## src/rtl/n1_prog_loader.sv

```systemverilog
// n1_prog_loader: byte-stream front end for the n1 core.
// Decodes load frames into program/data RAM write strobes and gates core_run.
// Optional checksum trailer per load frame: define N1_LOADER_CKSUM_EN.
module n1_prog_loader #(
   parameter int ADDR_W = 8
) (
   input  logic              clk,
   input  logic              rst_n,
   input  logic              ena,
   input  logic [7:0]        byte_in,
   input  logic              byte_valid,
   output logic              byte_ready,
   output logic              prog_we,
   output logic [ADDR_W-1:0] prog_addr,
   output logic [15:0]       prog_wdata,
   output logic              data_we,
   output logic [ADDR_W-1:0] data_addr,
   output logic [7:0]        data_wdata,
   output logic              core_run,
   output logic              busy,
   output logic              err
);

   localparam int CW = ADDR_W + 1;

   typedef enum logic [2:0] {
      S_IDLE,
      S_ADDR,
      S_CNT,
      S_HI,
      S_LO,
      S_DB,
      S_CSUM
   } state_t;

`ifdef N1_LOADER_CKSUM_EN
   localparam state_t S_END = S_CSUM;
`else
   localparam state_t S_END = S_IDLE;
`endif

   state_t            state_q, state_d;
   logic              settled_q;
   logic              xfer;
   logic              hdr_ok;
   logic              last_word;
   logic              is_prog_q, is_prog_d;
   logic [ADDR_W-1:0] addr_q, addr_d;
   logic [CW-1:0]     rem_q, rem_d;
   logic [7:0]        hi_q, hi_d;
   logic              prog_we_d, data_we_d;
   logic [ADDR_W-1:0] prog_addr_d, data_addr_d;
   logic [15:0]       prog_wdata_d;
   logic [7:0]        data_wdata_d;
   logic              core_run_d, busy_d, err_d;
`ifdef N1_LOADER_CKSUM_EN
   logic [7:0]        sum_q, sum_d;
   logic              lock_q, lock_d;
`endif

   // settled_q is the only gate on byte_ready besides ena: low for one cycle after reset
   assign byte_ready = ena & settled_q;
   assign xfer       = byte_valid & byte_ready;
   assign hdr_ok     = (byte_in[5:0] == 6'd0);
   assign last_word  = (rem_q == CW'(1));

   // State register
   always_ff @(posedge clk or negedge rst_n) begin
      if (!rst_n) begin
         state_q   <= S_IDLE;
         settled_q <= 1'b0;
      end else begin
         state_q   <= state_d;
         settled_q <= settled_q | ena;
      end
   end

   // Next-state decode: advance only on an accepted byte
   always_comb begin
      state_d = state_q;
      if (xfer) begin
         unique case (state_q)
            S_IDLE: if (hdr_ok && !byte_in[7]) state_d = S_ADDR;
            S_ADDR: state_d = S_CNT;
            S_CNT:  state_d = is_prog_q ? S_HI : S_DB;
            S_HI:   state_d = S_LO;
            S_LO:   state_d = last_word ? S_END : S_HI;
            S_DB:   state_d = last_word ? S_END : S_DB;
            S_CSUM: state_d = S_IDLE;
            default: state_d = S_IDLE;
         endcase
      end
   end

   // Output/datapath decode: next values for every registered output
   always_comb begin
      is_prog_d    = is_prog_q;
      addr_d       = addr_q;
      rem_d        = rem_q;
      hi_d         = hi_q;
      prog_we_d    = 1'b0;
      prog_addr_d  = prog_addr;
      prog_wdata_d = prog_wdata;
      data_we_d    = 1'b0;
      data_addr_d  = data_addr;
      data_wdata_d = data_wdata;
      core_run_d   = core_run;
      err_d        = err;
`ifdef N1_LOADER_CKSUM_EN
      sum_d        = sum_q;
      lock_d       = lock_q;
`endif
      if (xfer) begin
         unique case (state_q)
            S_IDLE: begin
               if (!hdr_ok) begin
                  err_d = 1'b1;
               end else begin
                  unique case (byte_in[7:6])
                     2'b00: begin is_prog_d = 1'b1; core_run_d = 1'b0; end
                     2'b01: begin is_prog_d = 1'b0; core_run_d = 1'b0; end
`ifdef N1_LOADER_CKSUM_EN
                     2'b10: if (!lock_q) core_run_d = 1'b1;
`else
                     2'b10: core_run_d = 1'b1;
`endif
                     default: core_run_d = 1'b0;
                  endcase
               end
            end
            S_ADDR: begin
               addr_d = byte_in[ADDR_W-1:0];
`ifdef N1_LOADER_CKSUM_EN
               sum_d  = byte_in;
`endif
            end
            S_CNT: begin
               // zero count encodes a full 2^ADDR_W-word frame
               rem_d = (byte_in[ADDR_W-1:0] == '0) ? {1'b1, {ADDR_W{1'b0}}}
                                                   : {1'b0, byte_in[ADDR_W-1:0]};
`ifdef N1_LOADER_CKSUM_EN
               sum_d = sum_q + byte_in;
`endif
            end
            S_HI: begin
               hi_d = byte_in;
`ifdef N1_LOADER_CKSUM_EN
               sum_d = sum_q + byte_in;
`endif
            end
            S_LO: begin
               prog_we_d    = 1'b1;
               prog_addr_d  = addr_q;
               prog_wdata_d = {hi_q, byte_in};
               addr_d       = addr_q + ADDR_W'(1);
               rem_d        = rem_q - CW'(1);
`ifdef N1_LOADER_CKSUM_EN
               sum_d        = sum_q + byte_in;
`endif
            end
            S_DB: begin
               data_we_d    = 1'b1;
               data_addr_d  = addr_q;
               data_wdata_d = byte_in;
               addr_d       = addr_q + ADDR_W'(1);
               rem_d        = rem_q - CW'(1);
`ifdef N1_LOADER_CKSUM_EN
               sum_d        = sum_q + byte_in;
`endif
            end
            S_CSUM: begin
`ifdef N1_LOADER_CKSUM_EN
               if (byte_in != sum_q) begin
                  err_d  = 1'b1;
                  lock_d = 1'b1;
               end
`endif
            end
            default: ;
         endcase
      end
      busy_d = (state_d != S_IDLE);
   end

   // Output and datapath registers
   always_ff @(posedge clk or negedge rst_n) begin
      if (!rst_n) begin
         is_prog_q  <= 1'b0;
         addr_q     <= '0;
         rem_q      <= '0;
         hi_q       <= '0;
         prog_we    <= 1'b0;
         prog_addr  <= '0;
         prog_wdata <= '0;
         data_we    <= 1'b0;
         data_addr  <= '0;
         data_wdata <= '0;
         core_run   <= 1'b0;
         busy       <= 1'b0;
         err        <= 1'b0;
`ifdef N1_LOADER_CKSUM_EN
         sum_q      <= '0;
         lock_q     <= 1'b0;
`endif
      end else begin
         is_prog_q  <= is_prog_d;
         addr_q     <= addr_d;
         rem_q      <= rem_d;
         hi_q       <= hi_d;
         prog_we    <= prog_we_d;
         prog_addr  <= prog_addr_d;
         prog_wdata <= prog_wdata_d;
         data_we    <= data_we_d;
         data_addr  <= data_addr_d;
         data_wdata <= data_wdata_d;
         core_run   <= core_run_d;
         busy       <= busy_d;
         err        <= err_d;
`ifdef N1_LOADER_CKSUM_EN
         sum_q      <= sum_d;
         lock_q     <= lock_d;
`endif
      end
   end

endmodule

```

## config.mk

```make
export PLATFORM = sky130hd
export DESIGN_NAME = n1_prog_loader
export DESIGN_NICKNAME = d
export VERILOG_FILES = /design/src/rtl/n1_prog_loader.sv
export SDC_FILE = /design/constraint.sdc
export NUM_CORES = 1
export LEC_CHECK = 0
export CAP_MARGIN = 20
export CORE_MARGIN = 1.5
export CORE_UTILIZATION = 55
export CTS_BUF_LIST = sky130_fd_sc_hd__clkbuf_4
export DETAILED_ROUTE_END_ITERATION = 8
export DONT_BUFFER_PORTS = 1
export PLACE_DENSITY = 0.73
export SLEW_MARGIN = 40
export SYNTH_ARGS = -nofsm -noshare
export SYNTH_HDL_FRONTEND = slang
export SYNTH_SLANG_ARGS = --single-unit
```

## constraint.sdc

```tcl
create_clock -name clk -period 1.6 [get_ports clk]
set_input_delay 0.32 -clock clk [delete_from_list [all_inputs] [get_ports clk]]
set_output_delay 0.32 -clock clk [all_outputs]
set_load 0.01 [all_outputs]
```

**After elaboration in Yosys (flattened, before gate mapping)**

Cells that the tools add are included.

- Mux-type cells: 15
- Magnitude comparators: 0
- Add/sub/neg operators: 2
- Shift-type cells: 0
- Divide/modulo/power cells: 0
- Bitwise logic cells: 4
- Reductions and logical operators: 19
- Equality and inequality tests: 8
- $mul: 0

Operators with widths:

| cell | count |
|---|---|
| case mux 3 bit (6 select lines) | 1 |
| case mux 9 bit (2 select lines) | 1 |
| case mux 8 bit (2 select lines) | 1 |
| 2-to-1 mux 3 bit | 4 |
| AND reduction 2 bit | 5 |
| equality test 9 x 1 -> 1 bit, second input constant | 1 |
| 2-to-1 mux 9 bit | 1 |
| subtractor 9 x 1 -> 9 bit, second input constant | 1 |
| adder 8 x 1 -> 8 bit, second input constant | 1 |
| logical NOT 8 bit | 1 |
| equality test 3 x 2 -> 1 bit, second input constant | 2 |
| equality test 3 bit, second input constant | 2 |
| logical NOT 6 bit | 1 |
| AND reduction 3 bit | 2 |
| nonzero test 2 bit | 3 |
| 2-to-1 mux 1 bit | 5 |
| AND reduction 4 bit | 1 |
| equality test 3 x 1 -> 1 bit, second input constant | 1 |
| logical NOT 3 bit | 1 |
| nonzero test 3 bit | 1 |
| AND 1 bit | 2 |
| equality test 2 x 1 -> 1 bit, second input constant | 1 |
| equality test 2 bit, second input constant | 1 |
| logical NOT 2 bit | 1 |
| other kinds (7) | 7 |

- Output and inout bits: 46
- Latch bits: 0
- ROM bits: 0
- Word-level logic and storage cells: 63
- RAM bits: 0
- Memories: 0
- Input bits: 12
- Register bits after elaboration: 75

**Longest topological paths before layout**

Gate-level depths: netlist of the first run.

- Depth after elaboration: 6
- Mapped depth: 6
- Mapped depth without buffers: 6

**Worst setup path after synthesis of the first run**

No wires, ideal clock.

- Path type: input-to-reg
- Start: in byte_in[5]
- End: reg core_run
- Path slack: -0.141 ns
- Arrival: 1.616 ns
- Data required time: 1.475 ns
- Library setup time: 0.125 ns
- Path buffers: 0
- Stages: 4
- Cell sequence: or4_4 or3_4 nand2b_4 mux2_4

- Cells in the longest elaborated chain, start to end: 2

RTL lines:

| what | RTL line | text |
|---|---|---|
| start: declaration | 10 | `input logic [7:0] byte_in,` |
| logical NOT 6 bit | 64 | `assign hdr_ok = (byte_in[5:0] == 6'd0);` |
| AND reduction 3 bit (no source line) | n/a |  |
| end signal: assignment | 216 | `core_run <= core_run_d;` |
| end: declaration | 19 | `output logic core_run,` |

No other way between the ends.
A chain may end at the register's enable or synchronous reset.

**Final worst setup path of the first run**

- Start: reg rem_q[1]
- End: reg rem_q[5]

- Cells in the longest elaborated chain, start to end: 2

RTL lines:

| what | RTL line | text |
|---|---|---|
| start: declaration | 49 | `logic [CW-1:0] rem_q, rem_d;` |
| start signal: assignment | 208 | `rem_q <= rem_d;` |
| subtractor 9 x 1 -> 9 bit | 156, 166 |  |
| case mux 9 bit (2 select lines) | 114 | `unique case (state_q)` |

No other way between the ends.

==> results.json, run 1 <==
{
  "drive_above_1_share": 0.401,
  "tightest_slew_ns": 0.379,
  "cts_made_buffers": 9,
  "vias": 2362,
  "hold_path_class": "input port to asynchronous set/reset pin",
  "ys.flop_type": "dfrtp_1",
  "cts_tree": "done",
  "p_total_mw": 7.51,
  "slew_headroom": 0.741,
  "rsz0062_at_grt": "true",
  "routed_wl_um": 7370,
  "switching_share": 0.374,
  "netlist_top_cells_count": "75 x dfrtp_1, 47 x mux2_2, 18 x a21oi_1, 16 x o21ai_0",
  "ys.warnings.count": 0,
  "start_util": 0.568,
  "crit_family": "simple AND/OR/NAND/NOR gates",
  "grt_overflow": 0,
  "critPathMaxFanout": 4,
  "synth_top_family_by_area": "multiplexers",
  "numPortBuffers": 0,
  "cpMaxStageDelayCell": "or4_4",
  "core-area_um2": 5890,
  "yosys.area.top_type": "dfrtp_1",
  "wl_per_cell_um": 18.9,
  "cts.path.max_buffers": 2,
  "drt-pass1-iter-count": 5,
  "max_cap_violations": 0,
  "fin_util": 0.665,
  "grt_pass1_vias": 2353,
  "viasPerCell": 6.07,
  "start_kind": "flop",
  "syn_area_um2": 3340,
  "required_ns": 1.93,
  "synthTopCellsByArea": "dfrtp_1 56%, mux2_2 16%, a21oi_1 2.7%",
  "fp.dieW_um": 81.0,
  "clock_latency_ns": 0.43,
  "ys_async_sr_fraction": 1.00,
  "synth_compound_area_frac": 0.108,
  "powerDensity_nw_per_um2": 1920,
  "leakage_nw": 1.69,
  "ir_worst_vdd_v": 0.00110,
  "cpPeakStageDelay_ns": 0.55,
  "period_needed_ns": 1.58,
  "fillers": 456,
  "synth_most_common_cell": "dfrtp_1",
  "drcViolationCount": 0,
  "die_h_um": 81.0,
  "antenna_found_initial": 0,
  "slew_violations": 0,
  "clkPwrFrac": 0.181,
  "grt_pass1_wl_um": 11600,
  "synth-edff-count": 0,
  "pwr-share-comb": 0.338,
  "ioPinCount": 58,
  "clkSinkCount": 75,
  "p_switching_mw": 2.81,
  "yosysUniqueCellTypes": 51,
  "syn_nets": 295,
  "finalHoldViolations": 75,
  "multi_input_comb_area_um2": 1480,
  "rows": 28,
  "gp_congestion": 0.837,
  "antenna_left": 0,
  "hpwl_um": 4880,
  "failed_checks": "negative hold slack",
  "synth-xor-area-share": 0,
  "syn_inst": 280,
  "fin_skew_ns": 0.00906,
  "diodes": 0,
  "nNetsFinal": 324,
  "htreeDepth": 3,
  "whs_ns": -0.437,
  "grt_max_degree": 76,
  "yosysTopAreaCellShare": 0.561,
  "synth-adder-area-share": 0.0112,
  "avgSynthCellArea_um2": 11.9,
  "status": "finished with violations",
  "crit_buf_inv": 1,
  "initialDrtViolationCount": 151,
  "seq_power_share": 0.482,
  "path_cells": "or4_4 -> buf_4 -> o21ai_1 -> nand2b_1 -> o2bb2ai_1",
  "crit_type": "flop to flop",
  "fin_crit_sh": 0.984,
  "ys_ff_latch": 75,
  "grt_util_all_layers": 0.240,
  "die-area_um2": 6560,
  "arrival_ns": 1.91,
  "path_clk_slew_ns": 0.13,
  "area_growth_pct": 17.0,
  "max_freq_mhz": 635,
  "seq_area_um2": 1880,
  "synth_seq_area_share": 0.561,
  "end_kind": "flop",
  "root_buffer": "clkbuf_4",
  "finalSetupViolCount": 0,
  "synth_mux_area_frac": 0.166,
  "p_int_mw": 4.70,
  "synthSimpleGateAreaFrac": 0.126
}
## kinds of logic after synthesis
family,Yosys count
DFF,75
and+or+nand+nor,74
AOI/OAI and AO/OA,59
muxes,49
buffers and inverters,20
adders and majority gates,3
## power groups by stage
stage | combinational, mW | sequential, mW | clock [mW]
global route | 2.78 | 3.75 | 1.46
detailed placement | 2.33 | 3.63 | 0
floorplan | 1.71 | 3.44 | 0
CTS | 2.35 | 3.60 | 1.37
global placement | 2.24 | 3.60 | 0
finish | 2.54 | 3.62 | 1.36
## repair_timing
| action | in CTS | in global routing |
|---|---|---|
| endpoints found under the setup margin | 4 | 50 |
| pin swaps | 0 | 1 |
| gates cloned | 0 | 0 |
| buffers inserted | 0 | 1 |
| hold endpoints to repair | 77 | 76 |
| resized for setup | 2 | 26 |
| hold buffers | 2 | 1 |
## per-layer routing
| layer | wire length [um] | track usage | part of all wire | up-vias |
|---|---|---|---|---|
| li1 | - | - | - | 1074 |
| met1 | 3210 | 0.312 | 0.43 | 1185 |
| met2 | 3520 | 0.381 | 0.48 | 87 |
| met3 | 517 | 0.0629 | 0.070 | 16 |
| met4 | 128 | 0.102 | 0.017 | 0 |
| met5 | 0 | 0 | 0 | - |
## path summary, 6_finish.rpt
check | slack (ns) | endpoint | cells past startpoint | startpoint
setup / recovery | 0.02 | rem_q[5]$_DFFE_PN0P_ | 5 | rem_q[1]$_DFFE_PN0P_
hold / removal | -0.44 | is_prog_q$_DFFE_PN0P_ | 0 | rst_n
setup reg to reg | 0.02 | rem_q[5]$_DFFE_PN0P_ | 5 | rem_q[1]$_DFFE_PN0P_
hold reg to reg | 0.52 | prog_wdata[9]$_DFFE_PN0P_ | 1 | hi_q[1]$_DFFE_PN0P_
max in group asynchronous | 1.88 | addr_q[2]$_DFFE_PN0P_ | 0 | rst_n
min in group clk | 0.02 | prog_wdata[0]$_DFFE_PN0P_ | 1 | byte_in[0]
## layout by cell type (no fill, tap or decap), drive strengths merged, types with 2 or more instances in the layout
| cell type | instances |
|---|---|
| a31oi | 5 |
| dlygate4sd3 | 3 |
| nand2 | 15 |
| or4 | 2 |
| o22a | 3 |
| mux2 | 48 |
| or2 | 2 |
| clkinv | 2 |
| inv | 7 |
| nor3b | 5 |
| nor4 | 7 |
| and2 | 2 |
| o211ai | 3 |
| or3 | 3 |
| nand2b | 4 |
| o21a | 2 |
| a21o | 2 |
| dfrtp | 75 |
| ha | 3 |
| bufinv | 2 |
| a21oi | 18 |
| nand3 | 6 |
| o21ai | 17 |
| nor2b | 3 |
| o22ai | 2 |
| clkbuf | 9 |
| buf | 30 |
| nor2 | 15 |
| nor3 | 5 |
## metrics by stage
stage / instance area, um^2 / instances / setup WS, ns / setup TNS, ns
final: 3910 / 389 / 0.0249 / 0
after global routing: 3910 / 389 / -0.0609 / -0.236
after CTS: 3790 / 387 / -0.0358 / -0.0973
after detailed placement: 3600 / 369 / -0.153 / -0.408
after global placement: 3600 / 369 / -0.143 / -0.235
after floorplan: 3370 / 280 / -0.141 / -0.155
## state kept, by name, indices dropped and copies added, names as in the netlist
register and count:
addr_q 8, busy 1, core_run 1, data_addr 8, data_wdata 8, data_we 1
err 1, hi_q 8, is_prog_q 1, prog_addr 8, prog_wdata 16, prog_we 1
rem_q 9, settled_q 1, state_q 3
## cell type report
class                      instances  share of cell area
inverter                           5             0.00480
tap                               75              0.0240
timing repair buffer              33              0.0691
clock inverter                     7              0.0253
multi-input combinational        185               0.379
sequential                        75               0.481
clock buffer                       9              0.0173
Note: power is estimated with default switching activity, not from simulation.
==> run 2: changes to the inputs <==
==> constraint.sdc (replaced) <==
create_clock -name clk -period 1.6 [get_ports clk]
set_input_delay 0.32 -clock clk [delete_from_list [all_inputs] [get_ports clk]]
set_output_delay 0.32 -clock clk [all_outputs]
set_load 0.005 [all_outputs]
==> run 2 against run 1 <==
The run still ends with negative hold slack left. Via count shrank 2.0%. Worst setup slack gained 0.0070 ns. Non-clock buffer count is 1 higher. Register-to-register slack hardly changed. Largest power group unchanged.
==> results.json, run 2 (synthesized netlist as in run 1, its figures left out) <==
{
  "path_clk_slew_ns": 0.13,
  "initialDrtViolationCount": 162,
  "fin_skew_ns": 0.0170,
  "grt_pass1_wl_um": 11700,
  "crit_type": "flop to flop",
  "grt_max_degree": 76,
  "setup_slack_ns": 0.0319,
  "whs_ns": -0.439,
  "tightest_slew_ns": 0.358,
  "grt_pass1_vias": 2401,
  "layout_common_cells": "73 x dfrtp_1, 47 x mux2_2, 26 x buf_4",
  "wl_per_cell_um": 18.9,
  "ioPinCount": 58,
  "cts_made_buffers": 9,
  "end_kind": "flop",
  "die_h_um": 81.0,
  "drcViolationCount": 0,
  "powerDensity_nw_per_um2": 1860,
  "p_total_mw": 7.31,
  "clkSinkCount": 75,
  "grt_overflow": 0,
  "largest_reg_flops": 16,
  "cts_tree": "done",
  "finalHoldViolations": 75,
  "htreeDepth": 3,
  "ir_worst_vdd_v": 0.00109,
  "antenna_left": 0,
  "rows": 28,
  "diodes": 0,
  "vias": 2314,
  "numPortBuffers": 0,
  "slew_violations": 0,
  "fp.dieW_um": 81.0,
  "cpPeakStageDelay_ns": 0.57,
  "drive_above_1_share": 0.387,
  "largest-register": "prog_wdata",
  "rsz0062_at_grt": "true",
  "start_util": 0.568,
  "root_buffer": "clkbuf_4",
  "p_switching_mw": 2.62,
  "area_growth_pct": 17.3,
  "p_int_mw": 4.68,
  "cpMaxStageDelayCell": "or4_4",
  "finalSetupViolCount": 0,
  "r2r_setup_slack_ns": 0.03,
  "die-area_um2": 6560,
  "max_cap_violations": 0,
  "status": "finished with violations",
  "failed_checks": "negative hold slack",
  "drt-pass1-iter-count": 4,
  "viasPerCell": 5.93,
  "period_needed_ns": 1.57,
  "preCtsSetupSlack_ns": -0.157,
  "slew_headroom": 0.755,
  "routed_wl_um": 7350,
  "gp_congestion": 0.838,
  "leakage_nw": 1.69,
  "core-area_um2": 5890,
  "max_freq_mhz": 638,
  "antenna_found_initial": 0,
  "pwr-share-comb": 0.346,
  "arrival_ns": 1.90,
  "post_cts_buffers": 0,
  "start_kind": "flop",
  "path_cells": "or4_4 -> nor4_4 -> a31oi_1 -> o22a_1",
  "top_regs": "prog_wdata (16), rem_q (9)",
  "switching_share": 0.359,
  "final_common_cell": "dfrtp_1",
  "seq_power_share": 0.469,
  "clkPwrFrac": 0.185,
  "hold_path_class": "input port to asynchronous set/reset pin",
  "fin_crit_sh": 0.980,
  "critPathMaxFanout": 2,
  "hpwl_um": 4820,
  "grt_util_all_layers": 0.242,
  "cts.path.max_buffers": 2,
  "clock_latency_ns": 0.43,
  "nNetsFinal": 325,
  "required_ns": 1.93
}
## run 2: cell types whose count changed in the layout (fill, tap and decap cells not counted), sizes merged
| cell | delta |
|---|---|
| dlygate4sd3 | +2 |
| buf | -1 |
## run 2: final timing paths
check / start / cells past startpoint / to
worst max-delay path: rem_q[3]$_DFFE_PN0P_ / 4 / rem_q[7]$_DFFE_PN0P_
worst min-delay path: rst_n / 0 / data_addr[6]$_DFFE_PN0P_
worst max register to register: rem_q[3]$_DFFE_PN0P_ / 4 / rem_q[7]$_DFFE_PN0P_
worst min register to register: hi_q[7]$_DFFE_PN0P_ / 1 / hi_q[7]$_DFFE_PN0P_
max in group asynchronous: rst_n / 0 / rem_q[5]$_DFFE_PN0P_
min in group clk: byte_in[6] / 1 / data_wdata[6]$_DFFE_PN0P_
## run 2: critical path: cells and delay by family (launching register included)
family | cells | cell delay (ns)
AO/OA/AOI/OAI | 2 | 0.32
flip-flops | 1 | 0.42
AND/OR/NAND/NOR | 2 | 0.74
## run 2: power by group through the flow
stage,sequential [mW],combinational [mW],clock [mW]
after floorplan,3.24,1.71,0
after global placement,3.41,2.24,0
after detailed placement,3.44,2.32,0
after CTS,3.40,2.36,1.38
after global routing,3.55,2.79,1.47
final,3.42,2.53,1.35
## run 2: timing repair
item | CTS | global route
pin swaps | 0 | 3
endpoints found under the hold margin | 77 | 79
hold buffers | 2 | 3
setup endpoints to repair | 4 | 46
resized for setup | 2 | 23
## run 2: cell type report
| type | instances | area [um^2] |
|---|---|---|
| Clock buffer | 9 | 67.6 |
| Clock inverter | 7 | 98.8 |
| Fill cell | 434 | 1960 |
| Inverter | 5 | 18.8 |
| Multi-Input combinational cell | 185 | 1480 |
| Sequential cell | 75 | 1880 |
| Tap cell | 75 | 93.8 |
| Timing Repair Buffer | 34 | 279 |
## run 2: per-stage QoR
stage	cells	util	instance area [um^2]	TNS, ns
after floorplan	280	-	3370	-0.155
after global placement	369	0.611	3600	-0.235
after detailed placement	369	0.611	3600	-0.346
after CTS	387	0.644	3790	-0.0643
after global routing	390	0.666	3920	-0.198
final	390	0.666	3920	0
## run 2: per-layer routing
metal  wire length [um]  up-vias  track usage
li1                   -     1068            -
met1               3260     1159        0.310
met2               3510       74        0.378
met3                471       13       0.0764
met4                118        0        0.107
met5                  0        -            0
